## src/rtl/motoro3_pwm_len_seq.sv

```systemverilog
// PWM length lookup and period counter for 6-step commutation.
// Step/mode/period are double-buffered and only take effect at a period wrap.
module motoro3_pwm_len_seq #(
  parameter int          LEN_W    = 16,
  parameter int          STEP_W   = 4,
  parameter int          MAX_STEP = 6,
  parameter int unsigned L6       = 17560,
  parameter int unsigned L12      = 8628,
  parameter int unsigned L24      = 4295
) (
  input  logic              clk,
  input  logic              rst,
  input  logic              step_vld,
  input  logic [STEP_W-1:0] step_in,
  input  logic [1:0]        mode_in,
  input  logic [LEN_W-1:0]  slLen,
  output logic [LEN_W-1:0]  plLen,
  output logic [2:0]        pwm_hi,
  output logic [2:0]        en_lo,
  output logic              wrap
);

  logic [LEN_W-1:0] lk_len;
  logic [2:0]       lk_hi, lk_lo;

  logic [LEN_W-1:0] pend_len;
  logic [2:0]       pend_hi, pend_lo;

  logic [LEN_W-1:0] cnt, per_act;
  logic [2:0]       act_hi, act_lo;

  logic             roll;
  logic [LEN_W-1:0] nxt_cnt, nxt_per, nxt_pl;
  logic [2:0]       nxt_hi, nxt_lo;

  // Invalid step or mode 3 resolves to coast with zero length.
  always_comb begin
    lk_len = '0;
    lk_hi  = 3'b000;
    lk_lo  = 3'b000;
    if (mode_in != 2'd3 && step_in != '0 && step_in <= STEP_W'(MAX_STEP)) begin
      case (mode_in)
        2'd0:    lk_len = LEN_W'(L6);
        2'd1:    lk_len = LEN_W'(L12);
        default: lk_len = LEN_W'(L24);
      endcase
      case (step_in)
        STEP_W'(1): begin lk_hi = 3'b001; lk_lo = 3'b010; end
        STEP_W'(2): begin lk_hi = 3'b001; lk_lo = 3'b100; end
        STEP_W'(3): begin lk_hi = 3'b010; lk_lo = 3'b100; end
        STEP_W'(4): begin lk_hi = 3'b010; lk_lo = 3'b001; end
        STEP_W'(5): begin lk_hi = 3'b100; lk_lo = 3'b001; end
        STEP_W'(6): begin lk_hi = 3'b100; lk_lo = 3'b010; end
        default:    begin lk_hi = 3'b000; lk_lo = 3'b000; lk_len = '0; end
      endcase
    end
  end

  // An idle counter (per_act == 0) rolls every cycle so the shadows keep tracking.
  always_comb begin
    roll    = (per_act == '0) || (cnt == per_act - LEN_W'(1));
    nxt_cnt = cnt + LEN_W'(1);
    nxt_per = per_act;
    nxt_pl  = plLen;
    nxt_hi  = act_hi;
    nxt_lo  = act_lo;
    if (roll) begin
      nxt_cnt = '0;
      nxt_per = slLen;
      nxt_pl  = (pend_len < slLen) ? pend_len : slLen;
      nxt_hi  = pend_hi;
      nxt_lo  = pend_lo;
    end
  end

  // Outputs are computed from next state so they line up with cnt.
  always_ff @(posedge clk) begin
    if (rst) begin
      pend_len <= '0;
      pend_hi  <= 3'b000;
      pend_lo  <= 3'b000;
      cnt      <= '0;
      per_act  <= '0;
      plLen    <= '0;
      act_hi   <= 3'b000;
      act_lo   <= 3'b000;
      pwm_hi   <= 3'b000;
      en_lo    <= 3'b000;
      wrap     <= 1'b0;
    end else begin
      if (step_vld) begin
        pend_len <= lk_len;
        pend_hi  <= lk_hi;
        pend_lo  <= lk_lo;
      end
      cnt     <= nxt_cnt;
      per_act <= nxt_per;
      plLen   <= nxt_pl;
      act_hi  <= nxt_hi;
      act_lo  <= nxt_lo;
      pwm_hi  <= (nxt_per != '0 && nxt_cnt < nxt_pl) ? nxt_hi : 3'b000;
      en_lo   <= (nxt_per != '0) ? nxt_lo : 3'b000;
      wrap    <= (nxt_per != '0) && (nxt_cnt == nxt_per - LEN_W'(1));
    end
  end

endmodule

```

## config.mk

```make
export PLATFORM = sky130hd
export DESIGN_NAME = motoro3_pwm_len_seq
export DESIGN_NICKNAME = d
export VERILOG_FILES = /design/src/rtl/motoro3_pwm_len_seq.sv
export SDC_FILE = /design/constraint.sdc
export NUM_CORES = 1
export LEC_CHECK = 0
export ABC_AREA = 1
export CAP_MARGIN = 20
export CORE_MARGIN = 2
export CORE_UTILIZATION = 60
export CTS_BUF_LIST = sky130_fd_sc_hd__clkbuf_4 sky130_fd_sc_hd__clkbuf_8
export CTS_CLUSTER_DIAMETER = 200
export CTS_CLUSTER_SIZE = 14
export DETAILED_ROUTE_END_ITERATION = 16
export PLACE_DENSITY = 0.9
export SYNTH_ARGS = -nofsm -noshare
export SYNTH_HDL_FRONTEND = slang
export SYNTH_SLANG_ARGS = --single-unit
```

## constraint.sdc

```tcl
create_clock -name clk -period 3.6 [get_ports clk]
set_input_delay 0.36 -clock clk [delete_from_list [all_inputs] [get_ports clk]]
set_output_delay 0.36 -clock clk [all_outputs]
set_load 0.01 [all_outputs]
```

After elaboration in Yosys (flattened, before gate mapping)
Cells that the tools add are included.

storage, ports and cells
  input port bits = 25
  bits in latches = 0
  bits in writable memories = 0
  memories kept = 0
  bits in read-only memories = 0
  word-level logic and storage cells = 60
  register bits = 83

operators by class
  bitwise logic cells = 2
  reductions and logical operators = 18
  multiplexer cells = 13
  divide/modulo/power cells = 0
  $mul = 0
  add/sub/neg operators = 3
  equality and inequality tests = 10
  $lt $le $gt $ge = 3
  shifts and indexed selects = 0

operators with widths
  cell                                                  number
  two-way mux 16 bit                                    6
  equality test 16 bit                                  2
  less-than comparator 16 bit                           2
  subtractor 16 x 1 -> 16 bit (second input constant)   2
  case mux 15 bit (2 select lines)                      1
  case mux 3 bit (3 select lines)                       2
  adder 16 x 1 -> 16 bit (second input constant)        1
  zero test 16 bit                                      1
  nonzero test 16 bit                                   1
  OR reduction 2 bit                                    8
  equality test 4 x 3 -> 1 bit (second input constant)  3
  two-way mux 3 bit                                     4
  equality test 4 x 2 -> 1 bit (second input constant)  2
  OR reduction 6 bit                                    1
  equality test 4 x 1 -> 1 bit (second input constant)  1
  <= comparator 4 x 3 -> 1 bit (second input constant)  1
  logical AND 1 bit                                     4
  nonzero test 4 bit                                    1
  equality test 2 x 1 -> 1 bit (second input constant)  1
  zero test 2 bit                                       1
  != test 2 bit (second input constant)                 1
  inverter 1 bit                                        2
  logical OR 1 bit                                      1

Logic depth before layout (Yosys ltp)
Gate-level depths: netlist (run 1).

  word-level depth = 8
  mapped depth = 28
  gate-level depth less buffers = 28

Worst setup path after synthesis (run 1)
OpenSTA, ideal clock, no wires.

  path type = reg-to-reg
  start = register per_act[0]
  end = register pwm_hi[0]
  setup slack = 0.300 ns
  stages on the path, launching flop included = 27
  setup time = 0.064 ns
  arrival time = 3.236 ns
  required time = 3.536 ns
  cell sequence = dfxtp_1 > inv_1 > ha_1 > nand2_4 > nor2_8 > nand3_2 > nand2_1 > nand2_1 > nor2_2 > nand2_2 > nor2_4 > nand2_4 > nand2_4 > buf_6 > buf_6 > clkbuf_1 > nand2_1 > nand2_1 > inv_1 > ha_1 > a21oi_1 > nor2_1 > a211oi_1 > nand2_1 > nand2_1 > nand2_1 > nor2_1

between the ends
  longest elaborated chain between the ends = 8
  elaborated cells on any way between the ends = 13
  classes of those cells = add/sub (1); order compare (1); eq/ne (1); mux (4); bitwise (1); reduce/logical (5)

RTL lines
  element                                                                    RTL line  source
  start: declaration                                                         29        logic [LEN_W-1:0] cnt, per_act;
  start signal: assignment                                                   97        per_act <= nxt_per;
  subtractor 16 x 1 -> 16 bit                                                61        roll = (per_act == '0) || (cnt == per_act - LEN_W'(1));
  equality test 16 bit                                                       61
  logical OR 1 bit                                                           61
  two-way mux 16 bit                                                         67        if (roll) begin
  less-than comparator 16 bit / nonzero test 16 bit (equally long branches)  101       pwm_hi <= (nxt_per != '0 && nxt_cnt < nxt_pl) ? nxt_hi : 3'b000;
  logical AND 1 bit                                                          101
  inverter 1 bit (no line)                                                   n/a
  OR reduction 2 bit (no line)                                               n/a
  end signal: assignment                                                     101
  end: declaration                                                           18        output logic [2:0] pwm_hi,

Parallel ways exist; a longest one is shown, timed or not.
A chain may end at the register's enable or synchronous reset.

Worst setup path in the final report (run 1)
  start = register per_act[0]
  end = register pwm_hi[1]

between the ends
  longest elaborated chain between the ends = 8
  elaborated cells on any way between the ends = 13
  classes of those cells = add/sub (1); order compare (1); eq/ne (1); mux (4); bitwise (1); reduce/logical (5)

RTL lines
  element                           RTL line  source
  subtractor 16 x 1 -> 16 bit       61
  equality test 16 bit              61
  logical OR 1 bit (*)              61
  two-way mux 16 bit (*)            67
  via nxt_cnt[11]                   33        logic [LEN_W-1:0] nxt_cnt, nxt_per, nxt_pl;
  less-than comparator 16 bit (*)   101
  logical AND 1 bit (*)             101
  inverter 1 bit (no line) (*)      n/a
  OR reduction 2 bit (no line) (*)  n/a

Mark *: on every way through the listed nets, which the timed path passes. The rest lies on a longest branch.

==> metrics.md, run 1 <==
| Metric | Value |
|---|---|
| Outcome | `completed` |
| Initial detailed-routing violation count | `398` |
| CP Class | `reg2reg` |
| Final setup viols | `0` |
| Yosys cell types | `45` |
| Path depth of the worst reg2reg path | `20` |
| Antenna violations before repair | `0` |
| Die ar. | `around 0.0098 mm²` |
| Vias in the first global route | `approximately 5.2k` |
| Ys Warns | `0` |
| VDD IR max | `0.000541 V` |
| CTS max path bufs | `2` |
| Routed wl met3 | `~800 µm` |
| Die width | `99.1 µm` |
| CP required | `3.91 ns` |
| Fillcell total | `715` |
| I/O Buffers | `between 40 and 50` |
| Final Skew | `roughly 0.013 ns` |
| Routability cong. | `0.935` |
| Core ar. | `0.00876 mm²` |
| Largest net degree at the start of global routing | `38` |
| First-pass DRT Iterations | `5` |
| Primary FF master, synth | `dfxtp_1` |
| IO Pins | `48` |
| Worst setup SP type | `register` |
| Pwr Density | `around 980 mW/mm²` |
| Met2 WL | `6940 µm` |
| First-pass GRT wire length | `between 20,000 and 25,000 µm` |
| Vias per cell | `5.31` |
| Seq/Total Area, Yosys | `0.269` |
| WHS Path Cells | `2` |
| HPWL Detailed | `11,500 µm` |
| Clock net sink count | `73` |
| Worst slew pin tran | `roughly 0.55 ns` |
| Post-Syn Nets | `between 900 and 1k` |
| Max-cap violations | `0` |
| Type of the most critical hold path | `in2reg` |
| Worst path arrival time | `about 3.6 ns` |
| Setup TNS | `0 ns` |
| Total gr overflow | `0` |
| # rows | `34` |
| Yosys reg bits | `73` |
| DRC viols | `0` |
| RSZ-0062 raised after global routing | `false` |
| Clock transition at path regs | `0.09 ns` |
| Crit-path max FO | `30` |
| Static Leak | `3.06 nW` |
| Cell area after synthesis | `between 0.005 and 0.006 mm²` |
| Inserted Clock Buffers | `9` |
| Routed Antenna Nets | `0` |
| H-tree depth | `3` |
| CP endpoint kind | `register` |
| Post-synth EDFFs | `0` |
| Synth Instances | `854` |
| Gr usage total | `0.309` |
| Initial core utilization | `0.619` |
| Clk_lat worst skew | `0.37 ns` |
| Avg Inst Size Synth | `approximately 6.3 µm²` |
| Per-cell routed wire length | `14.2 µm` |
| TritonCTS clock tree | `done` |
| Final worst path period share | `0.913` |
| Drt total wl | `14,600 µm` |
| Total power | `0.00621 W` |
| Fin. max-slew vios | `0` |
| Vias | `5,463` |
| Min Tclk post-route | `around 3.3 ns` |
| Ys async rst share | `0` |
| CTS Hold Bufs | `0` |
| Slew margin rel. | `0.631` |
| Nets | `roughly 1,000` |
| Final Hold Viols | `0` |
| Metal-1 WL | `6430 µm` |
| Fin Hold WS | `between 0.4 and 0.5 ns` |
| Area Overhead vs Synth | `17.0%` |
| Top sig layer | `met4` |
| Die Y-Extent | `99.1 µm` |
| Share of cells above drive strength 1 | `0.118` |
| Fmax | `0.304 GHz` |
| Antenna diode count | `0` |
| Root buf cell | `clkbuf_8` |
critical path: stages, from the launching register on:
cell      delay (ns)
dfxtp_1         0.34
inv_1           0.08
buf_4           0.16
ha_1            0.30
or2_2           0.28
nand3_1         0.12
inv_1           0.05
nand4_1         0.10
nor2_2          0.06
nand2_4         0.13
nand2_8         0.11
buf_12          0.20
nor2_1          0.26
ha_1            0.31
nand2_1         0.10
nor2_1          0.06
a211oi_2        0.13
o221ai_1        0.12
nor2_1          0.11
nand2_1         0.11
nor2_1          0.11
flip-flops by register name, summed over array words and instances, names as in the netlist:
name / flops
act_hi: 3
act_lo: 3
cnt: 16
en_lo: 3
pend_hi: 3
pend_len: 6
pend_lo: 3
per_act: 16
plLen: 16
pwm_hi: 3
wrap: 1
layout make-up:
class / instances / area, µm² / area share
multi-input cells: 647 / 3450 / 0.544
inverters: 115 / 439 / 0.0692
clock buffers: 9 / 124 / 0.0195
repair buffers: 70 / 651 / 0.103
clock inverters: 7 / 82.6 / 0.0130
flip-flops and latches: 73 / 1460 / 0.230
well taps: 108 / 135 / 0.0213
path summary, 6_finish.rpt:
kind / start / end / slack (ns)
worst min register to register: plLen[15]$_SDFF_PP0_ / plLen[15]$_SDFF_PP0_ / 0.47
worst max-delay path: per_act[0]$_SDFF_PP0_ / pwm_hi[1]$_SDFF_PP0_ / 0.31
worst max register to register: per_act[0]$_SDFF_PP0_ / pwm_hi[1]$_SDFF_PP0_ / 0.31
worst min-delay path: rst / plLen[2]$_SDFF_PP0_ / 0.45
metal layers:
| metal | vias up | GRT usage |
|---|---|---|
| met4 | 0 | 0.112 |
| met3 | 36 | 0.0426 |
| met5 | - | 0 |
| met2 | 180 | 0.530 |
| li1 | 2811 | - |
| met1 | 2436 | 0.398 |
timing repair:
action	CTS	global route
buffers inserted	0	0
gates resized for setup	0	13
setup endpoints to repair	0	4
through the flow:
stage	util	setup WS, ns	cell area, µm²	cells
6_report	0.724	0.314	6350	1029
3_3_place_gp	0.696	-0.0574	6100	1013
3_5_place_dp	0.696	-0.0321	6100	1013
2_1_floorplan	-	0.300	5420	854
5_1_grt	0.724	0.00534	6350	1029
4_1_cts	0.719	0.0162	6300	1029
cells in the mapped netlist, types with 10 or more instances:
cell type,number,area [µm²]
nand2_1,243,912
nor2_1,132,495
inv_1,106,398
dfxtp_1,73,1460
nand3_1,60,300
ha_1,32,400
a21oi_1,24,120
o21ai_0,24,120
nand2_2,13,81.3
xnor2_1,13,114
xor2_1,13,114
nor3_1,12,60.1
nor2_2,11,68.8
clkbuf_1,10,37.5
cell families (layout without fill, tap and decap cells):
family	count (synthesis)	count (layout)	synth area share
simple gates	517	517	0.433
fa+ha+maj	32	32	0.0738
flops	73	73	0.269
mux	5	5	0.00923
compound gates	66	66	0.0692
buf+inv	134	201	0.100
xor+xnor	27	27	0.0450
report_power, final:
group / total, W / switching, W / internal, W / leakage [nW]
logic: 0.00452 / 0.00290 / 0.00162 / 2.37
clock network: 0.000683 / 0.000351 / 0.000332 / 0.0988
registers: 0.00101 / 0.000112 / 0.000896 / 0.591
total: 0.00621 / 0.00336 / 0.00285 / 3.06
layout by cell type (no fill, tap or decap), types with 9 or more instances in the layout:
cell type / instances
xor2_1: 13
a21oi_1: 24
ha_1: 31
nor3_1: 11
inv_1: 105
xnor2_1: 13
buf_4: 22
nand4_1: 9
nor2_2: 13
nand3_1: 60
nand2_2: 13
dfxtp_1: 73
nand2_1: 243
o21ai_0: 23
clkdlybuf4s50_1: 46
nor2_1: 130
clkbuf_8: 9
Note: power is estimated with default switching activity, not from simulation.
==> run 2, diff against run 1 <==
--- a/config.mk
+++ b/config.mk
@@ -14,6 +14,8 @@
 export CTS_CLUSTER_SIZE = 14
 export DETAILED_ROUTE_END_ITERATION = 16
 export PLACE_DENSITY = 0.9
+export SETUP_SLACK_MARGIN = 0.15
 export SYNTH_ARGS = -nofsm -noshare
 export SYNTH_HDL_FRONTEND = slang
 export SYNTH_SLANG_ARGS = --single-unit
+export TNS_END_PERCENT = 10
==> run 2 against run 1 <==
Combinational power grew 14%. Die area is the same. Sequential share of layout area shrank 1.4 points. Final area grew 6.9%. Clock-buffer cell count is the same. Fmax shrank 3.2%. Power grew 11%. Sequential cell count is the same. Global-route usage is essentially flat. First-iteration DRC count grew 28%. Critical endpoint unchanged.
==> metrics.md, run 2 (synthesized netlist as in run 1, its figures left out) <==
| Metric | Value |
|---|---|
| CP Class | `reg2reg` |
| Clock net sink count | `73` |
| Vias | `5,733` |
| Fmax | `a little under 0.3 GHz` |
| Gr usage total | `0.310` |
| Area Overhead vs Synth | `25.1%` |
| Outcome | `completed` |
| CP endpoint kind | `register` |
| Comb power frac | `0.752` |
| Die width | `99.1 µm` |
| Worst slew pin tran | `0.563 ns` |
| Min Tclk post-route | `3.40 ns` |
| Die Y-Extent | `99.1 µm` |
| Final Hold Viols | `0` |
| Crit path cell chain | `nor2_1 -> nand2_2 -> nor2_8 -> nand2_2 -> nand3_1 -> nand2_1 -> nor2_1 -> nand2_1 -> nor2_2 -> nand2_4 -> nand2_8 -> clkinv_8 -> buf_8 -> nand2_1 -> nand2_1 -> inv_2 -> ha_4 -> a21oi_2 -> nor2_1 -> a211oi_1 -> nand2_1 -> nand2_1 -> nand2_2 -> nor2_2` |
| H-tree depth | `3` |
| Busiest grt layer | `met2` |
| Die ar. | `0.00981 mm²` |
| DRC viols | `0` |
| HPWL Detailed | `11,500 µm` |
| First-pass DRT Iterations | `5` |
| CTS Hold Bufs | `0` |
| Antenna violations before repair | `0` |
| Worst path arrival time | `3.70 ns` |
| Total power | `0.00687 W` |
| IO Pins | `48` |
| Routed Antenna Nets | `0` |
| Fin. max-slew vios | `0` |
| Switching part of the total power | `0.535` |
| WHS Path Cells | `2` |
| Internal | `0.00320 W` |
| # rows | `34` |
| Path depth of the worst reg2reg path | `24` |
| Largest net degree at the start of global routing | `38` |
| CP required | `around 4 ns` |
| TritonCTS clock tree | `done` |
| RSZ-0062 raised after global routing | `true` |
| Total gr overflow | `0` |
| GRT met2 Usage | `0.531` |
| Core ar. | `0.00876 mm²` |
| Most frequent CP cell | `nand2_1` |
| I/O Buffers | `47` |
| Final setup viols | `0` |
| Type of the most critical hold path | `in2reg` |
| M1 GR Usage | `0.397` |
| Most frequent cells in the layout | `233 x nand2_1, 125 x nor2_1, 97 x inv_1` |
| VDD IR max | `0.000493 V` |
| Max incr delay on CP | `0.39 ns` |
| Static Leak | `3.17 nW` |
| Vias in the first global route | `5,228` |
| Initial core utilization | `0.619` |
| Flop pwr share | `0.148` |
| Pwr Density | `1010 mW/mm²` |
| Commonest non-fill, non-tap cell in the layout | `nand2_1` |
| Net Sw Power | `between 0.003 and 0.004 W` |
| DP Area | `0.00610 mm²` |
| Clock share of power | `0.100` |
| Worst setup SP type | `register` |
| Slew margin rel. | `0.625` |
| Vias per cell | `approximately 5.5` |
| Inserted Clock Buffers | `9` |
| Design area | `0.00678 mm²` |
| Antenna diode count | `0` |
| Per-cell routed wire length | `15.5 µm` |
| Clock transition at path regs | `0.09 ns` |
| Drt total wl | `16,200 µm` |
| Met3 GRT Util | `0.0426` |
| Nets | `roughly 1,000` |
| Fin cells | `around 1.0k` |
| Final worst path period share | `0.943` |
| Biggest regs | `cnt (16), per_act (16), plLen (16)` |
| DP Cell Count | `1,013` |
| Master of the slowest instance on the critical path | `dfxtp_1` |
| CTS max path bufs | `2` |
| Initial detailed-routing violation count | `511` |
| Root buf cell | `clkbuf_8` |
| First-pass GRT wire length | `24,300 µm` |
| Final Skew | `0.0128 ns` |
| Crit-path max FO | `8` |
| Share of cells above drive strength 1 | `0.182` |
| Routability cong. | `0.935` |
| Max-cap violations | `0` |
| Clk_lat worst skew | `0.37 ns` |
-- run 2: changes by cell type in the layout (fill, tap and decap cells not counted), sizes merged --
cell,delta
clkinv,+1
buf,+10
clkbuf,+2
clkinvlp,+2
inv,-1
nand2,+1
-- run 2: worst max-delay path, delay by kind of cell (launching register included) --
family,cells,cell delay (ns)
buffers and inverters,3,0.37
adder cells (fa/ha/maj),1,0.21
flip-flops,1,0.39
AND/OR/NAND/NOR,18,1.97
AO/OA/AOI/OAI,2,0.37
-- run 2: cell type report --
type	instances	area [µm²]
flip-flops and latches	73	1470
inverters	115	450
well taps	108	135
fillers	629	1980
repair buffers	82	823
clock inverters	7	82.6
multi-input cells	648	3680
clock buffers	9	124
repair inverters	2	16.3
-- run 2: power groups by stage --
stage,clock [W],combinational (W),sequential [W]
2_1_floorplan,0,0.00333,0.000992
3_3_place_gp,0,0.00429,0.00102
3_5_place_dp,0,0.00435,0.00102
4_1_cts,0.000689,0.00440,0.00100
5_1_grt,0.000719,0.00568,0.00103
6_report,0.000687,0.00517,0.00102
-- run 2: metrics by stage --
| stage | util | setup slack (ns) | hold WS [ns] | setup TNS, ns |
|---|---|---|---|---|
| after floorplan | - | 0.300 | 0.445 | 0 |
| after global placement | 0.696 | -0.0574 | 0.457 | -0.169 |
| after detailed placement | 0.696 | -0.0321 | 0.460 | -0.0597 |
| after CTS | 0.720 | 0.150 | 0.461 | 0 |
| after global routing | 0.774 | 0.0122 | 0.489 | 0 |
| final | 0.774 | 0.204 | 0.453 | 0 |
-- run 2: repair_timing --
item                                    in CTS  in global routing
gates cloned                                 0                  5
pin swaps                                    0                 27
endpoints found under the hold margin        0                  0
endpoints found under the setup margin       3                  4
resized for setup                            3                 76
buffers inserted                             0                 10
-- run 2: path summary, 6_finish.rpt --
path / start / endpoint / slack, ns
hold reg to reg: plLen[15]$_SDFF_PP0_ / plLen[15]$_SDFF_PP0_ / 0.47
setup reg to reg: per_act[3]$_SDFF_PP0_ / pwm_hi[1]$_SDFF_PP0_ / 0.20
setup / recovery: per_act[3]$_SDFF_PP0_ / pwm_hi[1]$_SDFF_PP0_ / 0.20
hold / removal: rst / plLen[2]$_SDFF_PP0_ / 0.45
-- run 2: metal layers --
| metal | up-vias | share of wire | wire length, µm |
|---|---|---|---|
| met3 | 63 | 0.073 | 1180 |
| met2 | 248 | 0.47 | 7540 |
| li1 | 2831 | - | - |
| met4 | 0 | 0.048 | 773 |
| met5 | - | 0 | 0 |
| met1 | 2591 | 0.41 | 6670 |
